===== src/rtl/sw_led_pkg.sv =====
// Shared constants and helpers for the switch/LED controller.
// Mode encodings and the counter-width rule used by every sizing decision.
package sw_led_pkg;

  localparam logic [1:0] MODE_PASS   = 2'd0;
  localparam logic [1:0] MODE_TOGGLE = 2'd1;
  localparam logic [1:0] MODE_CHASE  = 2'd2;
  localparam logic [1:0] MODE_BLINK  = 2'd3;

  // A counter spanning 0..n-1 needs $clog2(n) bits, but never fewer than one.
  function automatic int cnt_width(input int n);
    return (n <= 1) ? 1 : $clog2(n);
  endfunction

endpackage


===== src/rtl/sw_led_ctrl_debounce.sv =====
// One-bit switch conditioner: two-flop synchroniser, saturating-free debounce
// counter, accepted value db and a one-cycle rise pulse registered with db.
module sw_debounce
  import sw_led_pkg::*;
#(
  parameter int DB_CYCLES = 4
) (
  input  logic clk,
  input  logic reset,
  input  logic sw_in,
  output logic db,
  output logic rise
);

  localparam int CW = cnt_width(DB_CYCLES);
  localparam logic [CW-1:0] CNT_MAX = CW'(DB_CYCLES - 1);

  logic          s1_q, s1_d;
  logic          s2_q, s2_d;
  logic          db_q, db_d;
  logic          rise_q, rise_d;
  logic [CW-1:0] cnt_q, cnt_d;

  always_comb begin
    s1_d   = sw_in;
    s2_d   = s1_q;
    db_d   = db_q;
    cnt_d  = cnt_q;
    rise_d = 1'b0;
    if (s2_q == db_q) begin
      cnt_d = '0;
    end else if (cnt_q == CNT_MAX) begin
      // Disagreement has persisted long enough: accept it and restart.
      db_d   = s2_q;
      cnt_d  = '0;
      rise_d = s2_q;
    end else begin
      cnt_d = cnt_q + CW'(1);
    end
  end

  always_ff @(posedge clk) begin
    if (reset) begin
      s1_q   <= 1'b0;
      s2_q   <= 1'b0;
      db_q   <= 1'b0;
      rise_q <= 1'b0;
      cnt_q  <= '0;
    end else begin
      s1_q   <= s1_d;
      s2_q   <= s2_d;
      db_q   <= db_d;
      rise_q <= rise_d;
      cnt_q  <= cnt_d;
    end
  end

  assign db   = db_q;
  assign rise = rise_q;

endmodule


===== src/rtl/sw_led_ctrl.sv =====
// Switch-to-LED controller: per-bit debouncers feeding a four-mode LED driver
// (pass-through, toggle, chase, blink) paced by a free-running tick.
module sw_led_ctrl
  import sw_led_pkg::*;
#(
  parameter int WIDTH       = 8,
  parameter int DB_CYCLES   = 4,
  parameter int TICK_CYCLES = 8
) (
  input  logic             clk,
  input  logic             reset,
  input  logic [WIDTH-1:0] SW,
  input  logic [1:0]       mode,
  output logic [WIDTH-1:0] LED
);

  localparam int TW = cnt_width(TICK_CYCLES);
  localparam logic [TW-1:0] TC_MAX = TW'(TICK_CYCLES - 1);

  logic [WIDTH-1:0] db;
  logic [WIDTH-1:0] rise;

  for (genvar gi = 0; gi < WIDTH; gi++) begin : g_db
    sw_debounce #(
      .DB_CYCLES(DB_CYCLES)
    ) u_db (
      .clk  (clk),
      .reset(reset),
      .sw_in(SW[gi]),
      .db   (db[gi]),
      .rise (rise[gi])
    );
  end

  logic [TW-1:0]    tc_q, tc_d;
  logic             phase_q, phase_d;
  logic [1:0]       mode_q, mode_d;
  logic [WIDTH-1:0] led_q, led_d;
  logic             tick;
  logic             mode_entry;
  logic [WIDTH-1:0] rot_left, rot_right;

  always_comb begin
    tick    = (tc_q == TC_MAX);
    tc_d    = tick ? '0 : tc_q + TW'(1);
    phase_d = phase_q ^ tick;
    mode_d  = mode;
  end

  // Shift-based rotates degrade gracefully to identity when WIDTH is 1.
  always_comb begin
    rot_left  = (led_q << 1) | (led_q >> (WIDTH - 1));
    rot_right = (led_q >> 1) | (led_q << (WIDTH - 1));
  end

  always_comb begin
    mode_entry = (mode != mode_q);
    led_d      = led_q;
    case (mode)
      MODE_PASS:   led_d = db;
      MODE_TOGGLE: led_d = led_q ^ rise;
      MODE_CHASE: begin
        if (mode_entry) begin
          led_d = WIDTH'(1);
        end else if (tick) begin
          led_d = db[0] ? rot_right : rot_left;
        end
      end
      // Uses the post-tick phase so the blink edge coincides with the tick edge.
      MODE_BLINK:  led_d = phase_d ? db : '0;
      default:     led_d = led_q;
    endcase
  end

  always_ff @(posedge clk) begin
    if (reset) begin
      tc_q    <= '0;
      phase_q <= 1'b0;
      mode_q  <= MODE_PASS;
      led_q   <= '0;
    end else begin
      tc_q    <= tc_d;
      phase_q <= phase_d;
      mode_q  <= mode_d;
      led_q   <= led_d;
    end
  end

  assign LED = led_q;

endmodule


===== config.mk =====
export PLATFORM = sky130hd
export DESIGN_NAME = sw_led_ctrl
export DESIGN_NICKNAME = d
export VERILOG_FILES = /design/src/rtl/sw_led_pkg.sv /design/src/rtl/sw_led_ctrl_debounce.sv /design/src/rtl/sw_led_ctrl.sv
export SDC_FILE = /design/constraint.sdc
export NUM_CORES = 1
export LEC_CHECK = 0
export ABC_AREA = 1
export BUFFER_PORTS_ARGS = -buffer_cell sky130_fd_sc_hd__buf_4
export CORE_MARGIN = 1
export CORE_UTILIZATION = 45
export DETAILED_ROUTE_END_ITERATION = 10
export PLACE_DENSITY_LB_ADDON = 0.25
export SYNTH_ARGS = -nofsm -noshare
export SYNTH_HDL_FRONTEND = slang
export SYNTH_SLANG_ARGS = --single-unit
export TNS_END_PERCENT = 20

===== constraint.sdc =====
create_clock -name clk -period 3.62 [get_ports clk]
set_clock_uncertainty 0.15 [all_clocks]
set_input_delay 0.362 -clock clk [delete_from_list [all_inputs] [get_ports clk]]
set_output_delay 0.362 -clock clk [all_outputs]
set_load 0.05 [all_outputs]

==> results by stage, run 1 <==
Place:
- The standard cell area after detailed placement is 2700 um^2.
- At the placement stage, the worst setup path has a slack of between 1500 and 2000 ps.
- Detailed placement ended at an HPWL of between 2000 and 3000 um.
- Routability-driven placement finished with a final weighted congestion of 0.781.
- In this run the tool buffered the top-level ports with 19 buffer cells.

Power:
- The net switching share of the total power is ~22%.
- Dividing total power by cell area gives a power density of 474 nW/um^2.
- The fraction of power consumed by sequential logic is 51.9%.
- The net load switching power is 0.307 mW.
- Of the total power, combinational logic draws 5.6%.
- Per report_power, the clock group accounts for a little over two fifths of the total.
- The internal power is 1.06 mW.
- The leakage power figure is about 1.4 nW.
- The worst IR drop on VDD is between 0.2 and 0.25 mV.

STA:
- For the final routed database, the setup TNS stands at 0 ps.
- The worst path meets setup with approximately 1800 ps of slack.
- Based on the critical path, the design can be clocked at up to 562 MHz.
- The post-route fraction of the period consumed by the critical path is between 40% and 50%.
- The count of final setup violators is 0.
- At the pin with the least slew margin, the transition time is 841 ps.
- Measured against its own limit, the worst slew margin works out to 43.9%.
- Setup repair after global routing left no endpoint under its margin.
- The clock period could shrink to 1780 ps.
- The final number of hold-violating endpoints is 0.
- The number of slew-limit violations in the final report came to 0.

Global route:
- The global-route wire length before repair is 7250 um.
- Entering global routing, the biggest net connects 31 pins.
- The initial antenna violation count was 0.
- The via count of the first global-routing pass is 1,662.
- For this run, the total global-route usage over all layers was measured as 16.1%.
- After global routing the overflow that remains totals 0.

Floorplan:
- The cell row count is 26.
- The die covers 5890 um^2.
- The initial core utilization is a little under half.
- The core region is roughly 5200 um^2.
- The top-level I/O count is 20.
- The overall die width is 76.7 um.
- The die extent in y is 76.7 um.

Clock tree:
- The root buffer selected by CTS is clkbuf_8.
- The number of hold buffers added after CTS was 0.
- The total setup buffers inserted after CTS is 0.
- At the later pin of the worst-skew pair, clock insertion delay measures between 300 and 400 ps.
- The number of clock sinks seen by CTS is 62.
- The total CTS buffers is 9.
- The maximum count of clock buffers along a single path is 2.
- Clock-pin slew was measured on the worst setup and hold paths at 70 ps.
- The H-tree was split into 3 levels.
- The number of gates given a new drive strength after cts is 0.
- The TritonCTS clock tree is built.

Run status:
- The flow ran to the end, and the final reports show no timing, DRC or antenna violations.

Worst setup path:
- Counting both buffers and inverters, the worst setup path holds a total of 1.
- The startpoint type of the worst setup path is a flip-flop.
- Measured in cells, the most critical reg-to-reg path has a length of 10.
- The data arrival time of the worst path is 1860 ps.
- The sort of element at the end of the critical path is a flip-flop.
- The largest individual stage delay along the critical path comes from the cell dfxtp_1.
- The signal on the critical path passes through ha_1, ha_1, inv_1, nand2_1, nand3_1, nand2_1, nand2_1, nand2_1, nor2_1, nor2_2.
- By instance count, the cell type seen most on the critical path is nand2_1.
- In this design, the largest share of critical-path delay is due to simple AND/OR/NAND/NOR gates.
- By startpoint and endpoint, the worst setup path is classified as reg2reg.
- At the worst endpoint, the required time is between 3000 and 4000 ps.
- In this run the worst path has a maximum fanout of 7.
- For this run, the slowest stage of the critical path takes ~320 ps.
- The critical path crosses 10 cells after its start point.

Layout:
- The final cell area excluding filler cells is 2890 um^2.
- The library cell used most frequently in the layout, excluding fill and tap cells, is nand2_1.
- The layout cell share with drive strength beyond 1 is 13.6%.
- The count of inserted antenna diode cells is 0.
- In the final design database the tool counted roughly 370 nets.
- The final-layout fill cell count is 518.
- The library cells used most frequently in the layout, excluding fill and tap cells, are 76 x nand2_1, 62 x dfxtp_1, 60 x nor2_1.
- The area of all sequential standard cells is about 1200 um^2.
- The multi-input combinational cells in the finished layout cover a total of 1040 um^2.
- The area growth from synthesis to layout is 14.8%.

Yosys:
- Counting flops and latches in the post-synthesis netlist gives between 60 and 70.
- The synthesized design devotes to its leading area cell type roughly half of total area.
- Synthesis produced a netlist whose cell count is ~330.
- The cell accounting for the most synthesized area is dfxtp_1.
- The number of nets in the synthesized netlist is roughly 350.
- During synthesis, Yosys emitted a total of 0 warnings.
- The share of the yosys chip area belonging to registers is 49.4%.
- The average cell area after synthesis is 7.69 um^2.
- By area the synthesized netlist is led by dfxtp_1 49%, nand2_1 11%, nor2_1 9.0%.
- The number of distinct library cell variants in the gate-level netlist after synthesis is 21.
- The synthesized netlist occupies a cell area of 2510 um^2.

Drt:
- The detail-routed via count per cell is approximately 4.5.
- The final layout contains routed wiring with a total length of 4080 um.
- The detail route stage leaves a number of antenna-violating nets equal to 0.
- The starting DRC count in detailed routing is 89.
- The total number of vias is 1,898.
- The first TritonRoute pass finished after 4 iterations.
- After detailed routing, the average wire length per cell comes to 9.63 um.
- The post-route DRC violation count is 0.

Job:
- The tool flagged a number of max-cap violations equal to 0.

Min path:
- The worst hold path depth is 3.
- The min-delay analysis places its worst path in the category in2reg.
-- logic make-up after synthesis --
logic type	share of synthesized area (%)
flops	49.4
xor+xnor	3.83
simple gates	24.8
fa+ha+maj	4.98
compound gates	7.81
buf+inv	9.16
-- worst min-delay path, cell delays in order --
cell and delay [ps]:
buf_4 80, inv_1 30, nor2_1 60
-- cells in the mapped netlist (all sizes together) --
library cell,n
nor2,64
o21ai,19
clkbuf,1
a21oi,15
buf,6
xor2,8
nand4,1
ha,10
nand3,13
xnor2,3
inv,48
dfxtp,62
nand2,77
-- through the flow --
stage	power (mW)	hold WS, ps	util (%)	std cells
finish	1.37	71.8	55.1	424
global route	1.43	61.3	55.1	424
CTS	1.39	59.6	55.1	424
detailed placement	0.803	243	51.5	409
global placement	0.802	239	51.5	409
floorplan	0.780	238	-	327
-- flip-flops by register name (all words and copies together) (netlist names), 2 cells and up --
signal,cells
g_db.u_db.cnt_q,16
LED,8
g_db.u_db.db,8
g_db.u_db.s1_q,8
tc_q,3
g_db.u_db.s2_q,8
g_db.u_db.rise,8
mode_q,2
-- area by class of cell --
type	instances	share of cell area (%)
Tap cell	70	3.04
Clock inverter	4	1.65
Inverter	48	6.33
Multi-Input combinational cell	210	36.1
Timing Repair Buffer	19	4.94
Clock buffer	11	4.90
Sequential cell	62	43.0
-- power by group through the flow --
stage | Sequential, mW | Clock (mW) | Combinational, mW
2_1_floorplan | 0.730 | 0 | 0.0496
3_3_place_gp | 0.725 | 0 | 0.0774
3_5_place_dp | 0.725 | 0 | 0.0781
4_1_cts | 0.710 | 0.599 | 0.0784
5_1_grt | 0.711 | 0.625 | 0.0901
6_report | 0.710 | 0.579 | 0.0772
-- metal layers --
metal | global-route usage [%] | share of wire, % | vias to the layer above | wire length [um]
met5 | 0 | 0 | - | 0
met4 | 9.81 | 2.6 | 0 | 106
li1 | - | - | 1044 | -
met2 | 23.6 | 42 | 41 | 1710
met1 | 19.7 | 51 | 803 | 2070
met3 | 6.07 | 4.9 | 10 | 201
-- path summary, 6_finish.rpt --
kind                                        start                end  slack [ps]
worst max-delay path                      tc_q[0]             LED[5]        1840
worst min-delay path                        SW[6]  g_db[6].u_db.s1_q          70
worst max register to register            tc_q[0]             LED[5]        1840
worst min register to register  g_db[1].u_db.s1_q  g_db[1].u_db.s2_q         250
Power figures use the tool's default switching activity.
==> run 2, diff against run 1 <==
ABC_AREA = 0   (was 1)
clock period = 1.5 ns   (was 3.62 ns; I/O delays follow)
==> run 2 against run 1 <==
Effect of this change: the flow now finishes with violations (setup timing); critical path depth fell by 4; die area down 2.0%; worst setup slack lost 1900 ps; via count fell by 8.3%; first-iteration DRC count rose by 25%; design area up 7.3%; global-route usage shrank 0.58 points; combinational power grew to 3.2 times the previous value; critical path type unchanged; largest cell class unchanged.
==> results by stage, run 2 <==
STA:
- Setup repair after global routing could not meet its margin everywhere.
- The final number of hold-violating endpoints is 0.
- Once routing completed, OpenROAD measured the worst setup slack at -65.0 ps.
- Measured against its own limit, the worst slew margin works out to 64.6%.
- The worst hold slack is 20.9 ps.
- Static timing analysis puts the maximum clock frequency at 639 MHz.
- The minimum clock period is 1560 ps.
- The number of slew-limit violations in the final report came to 0.
- At the pin with the least slew margin, the transition time is 532 ps.
- Setup violations remaining at the end of the flow were counted as 7.
- Dividing the final minimum period by the clock period gives 104%.
- Summed over all failing endpoints, the final setup total negative slack is -260 ps.

Power:
- The worst IR drop on VDD is 0.667 mV.
- The analysis attributes to cell leakage a power of 1.17 nW.
- The power per unit of standard cell area is 1110 nW/um^2.

Yosys:
- The number of nets in the synthesized netlist is 264.
- The average cell area after synthesis is slightly above 10 um^2.
- The gate count of the mapped netlist is roughly 240.
- The commonest cells after synthesis are 62 x dfxtp_1, 41 x nor2_1, 18 x nor2b_1.
- The largest total area in the synthesized netlist belongs to dfxtp_1.
- The top cell type's share of synthesized area is between 50 and 60%.
- The primary flip-flop cell chosen by synthesis mapping is dfxtp_1.
- The post-synthesis xor/xnor area fraction is 6.05%.
- The largest family of logic cells by synthesized area is simple AND/OR/NAND/NOR gates.
- The adder-cell share of the synthesized area is approximately 5.1%.
- The mapped cell area is 2460 um^2.
- The multiplexer share of the synthesized area is 6.10%.
- The most common cell in the netlist is dfxtp_1.
- The synthesis warning total is 0.
- Summing the areas of all compound-gate instances in the mapped netlist gives ~7.3% of the synthesized area.
- The synthesized netlist contains 24 unique library cells.
- The number of synthesized flops with an enable pin is 0.
- The flip-flop and latch count after synthesis is 62.
- For this run, asynchronously set or reset flops after synthesis account for 0%.
- The synthesized-area fraction occupied by and/or/nand/nor cells is 20.6%.
- Sorting the synthesized cells by area gives the leading types as dfxtp_1 50%, nor2_1 6.3%, mux2i_1 6.1%.
- The share of the Yosys chip area taken by registers is around half.

Job:
- The number of violations of the max-capacitance limit is 0.

Drt:
- The detail-routed via count per cell is 4.93.
- The total number of vias is 1,741.
- After detailed routing, the total wire length is 4140 um.
- The count of nets left with antenna violations once routing finished came out at 0.
- After detailed routing, the average wire length per cell comes to 11.7 um.
- For this block, the initial DRC count from the detailed router was 111.
- The post-route DRC violation count is 0.
- The number of detailed-routing iterations run before antenna repair is 4.

Layout:
- The layout cell share with drive strength beyond 1 is 23.3%.
- In the layout the commonest cells are 59 x dfxtp_1, 39 x nor2_1, 29 x buf_4.
- Cells fill 59.9% of the core in the end.
- The final layout contains 300 nets.
- The count of inserted antenna diode cells is 0.
- The final cell area excluding filler cells is 3100 um^2.
- Compared with the post-synthesis result, the final layout area differs by 25.8%.
- The number of flip-flops under the largest register name is 16.
- Leaving out fill and tap cells, the most frequent cell in the layout is dfxtp_1.
- g_db.u_db.cnt_q holds more flip-flops than any other register.
- The number of standard cells in the layout, taps in and fillers out is around 350.

Floorplan:
- Measured along the x axis, the die boundary spans about 76 um.
- The floorplan has 26 rows.
- The die extent in y is approximately 76 um.
- During I/O placement, the number of pins put on the boundary was 20.
- The initial core utilization is 47.6%.
- The full die area is 5770 um^2.
- The core region is 5170 um^2.

Run status:
- The flow ran to the end, but the final reports show violations.
- The checks that failed: setup timing.

Worst setup path:
- The end of the worst register-to-register path is LED[0].
- The critical path data required time is between 1500 and 2000 ps.
- The category of cells accounting for the largest share of critical-path delay is flip-flops.
- STA classifies the critical path endpoint as a flip-flop.
- The critical path goes through ha_4, ha_4, xnor2_4, nor2_4, a21oi_2, a311oi_2.
- The worst reg2reg path startpoint is tc_q[0].
- STA classifies the critical path startpoint as a flip-flop.
- By startpoint and endpoint, the worst setup path is classified as reg2reg.
- The worst register-to-register path has a setup slack of -60 ps.
- The data arrival time of the worst path is roughly 1700 ps.
- The cell at the slowest stage of the critical path is dfxtp_2.
- In this design, the stage delay of the slowest critical-path cell is around 340 ps.
- The number of cells on the worst reg-to-reg path is 6.
- Of all nets on the critical path, the largest fanout is 8.
- By instance count, the cell type seen most on the critical path is ha_4.
- Together, buffers and inverters on the worst path number 0.

Clock tree:
- The TritonCTS clock tree is built.
- The maximum count of clock buffers along a single path is 2.
- The clock transition at the registers of the reported paths is 70 ps.
- The clock tree synthesis step divided the H-tree into 3 levels.
- For this design, the sink count on the clock tree is 62.
- The later pin in the worst-skew pair is clocked with a latency of about 330 ps.
- Clock tree synthesis inserted a total of 9 buffers.
- The root buffer cell chosen for the clock tree is clkbuf_8.

Global route:
- The initial antenna violation count is 0.
- The pin count of the biggest net entering global routing is 51.
- The via count of the first global-routing pass is 1,594.
- Global routing finished with a remaining overflow of 0.
- Global routing used between 15 and 20% of the available tracks across all layers.
- The global-route wire length before repair is between 6000 and 7000 um.

Place:
- The congestion estimate from routability-driven global placement came to approximately 0.74.
- The placed instances occupy a cell area of 2730 um^2.
- The count of buffers from port buffering is 19.
- The HPWL reported at the end of detailed placement is 2570 um.
- The number of cells after detailed placement is roughly 330.

Min path:
- The class of the tightest hold or removal check is in2reg.
- The worst hold path passes through 2 cells.
- The worst hold path terminates at mode_q[1].
- The startpoint identified for the worst hold timing path is mode[1].
-- run 2: worst max path at each step --
| stage | from | end | slack (ps) | cells after the start |
|---|---|---|---|---|
| final | tc_q[0] | LED[0] | -60 | 6 |
| after detailed placement | tc_q[0] | LED[0] | -110 | 6 |
| after floorplan | tc_q[0] | LED[0] | -1 | 6 |
| after CTS | tc_q[0] | LED[4] | -50 | 6 |
| after global placement | tc_q[0] | LED[0] | -80 | 6 |
| after global routing | tc_q[0] | LED[2] | -130 | 6 |
-- run 2: per-layer routing --
| metal | global-route usage [%] | share of wire, % | up-vias |
|---|---|---|---|
| li1 | - | - | 891 |
| met1 | 17.8 | 50 | 811 |
| met5 | 0 | 0 | - |
| met2 | 25.2 | 44 | 33 |
| met4 | 8.65 | 1.5 | 0 |
| met3 | 5.18 | 4.6 | 6 |
-- run 2: cell families (layout without fill, tap and decap cells) --
kind of cell               after synthesis  count (layout)
buffers and inverters                   22              63
AOI/OAI and AO/OA                       26              26
muxes                                   15              15
and+or+nand+nor                         90              90
adders and majority gates               10              10
xor gates and xnor gates                17              17
DFF                                     62              62
-- run 2: per-stage QoR --
stage | setup WS, ps | total power, mW
global placement | -80.0 | 1.98
CTS | -52.7 | 3.48
finish | -65.0 | 3.44
floorplan | -1.33 | 1.91
global route | -126 | 3.59
detailed placement | -112 | 1.98
-- run 2: what timing repair did --
action | 4_1_cts | 5_1_grt
resized for setup | 6 | 10
hold buffers | 8 | 0
endpoints found under the setup margin | 8 | 8
hold endpoints to repair | 8 | 0
buffers inserted | 1 | 0
pin swaps | 6 | 10
-- run 2: area by class of cell --
class                           instances  area [um^2]
Fill cell                             427         2080
Tap cell                               70         87.6
Sequential cell                        62         1240
Inverter                                9         33.8
Clock buffer                           12          155
Clock inverter                          4         45.0
Multi-Input combinational cell        158         1210
Timing Repair Buffer                   38          318
-- run 2: report_power, final --
part	internal, mW	switching [mW]
combinational	0.120	0.126
sequential	1.69	0.0377
clock	0.850	0.616
total	2.66	0.780
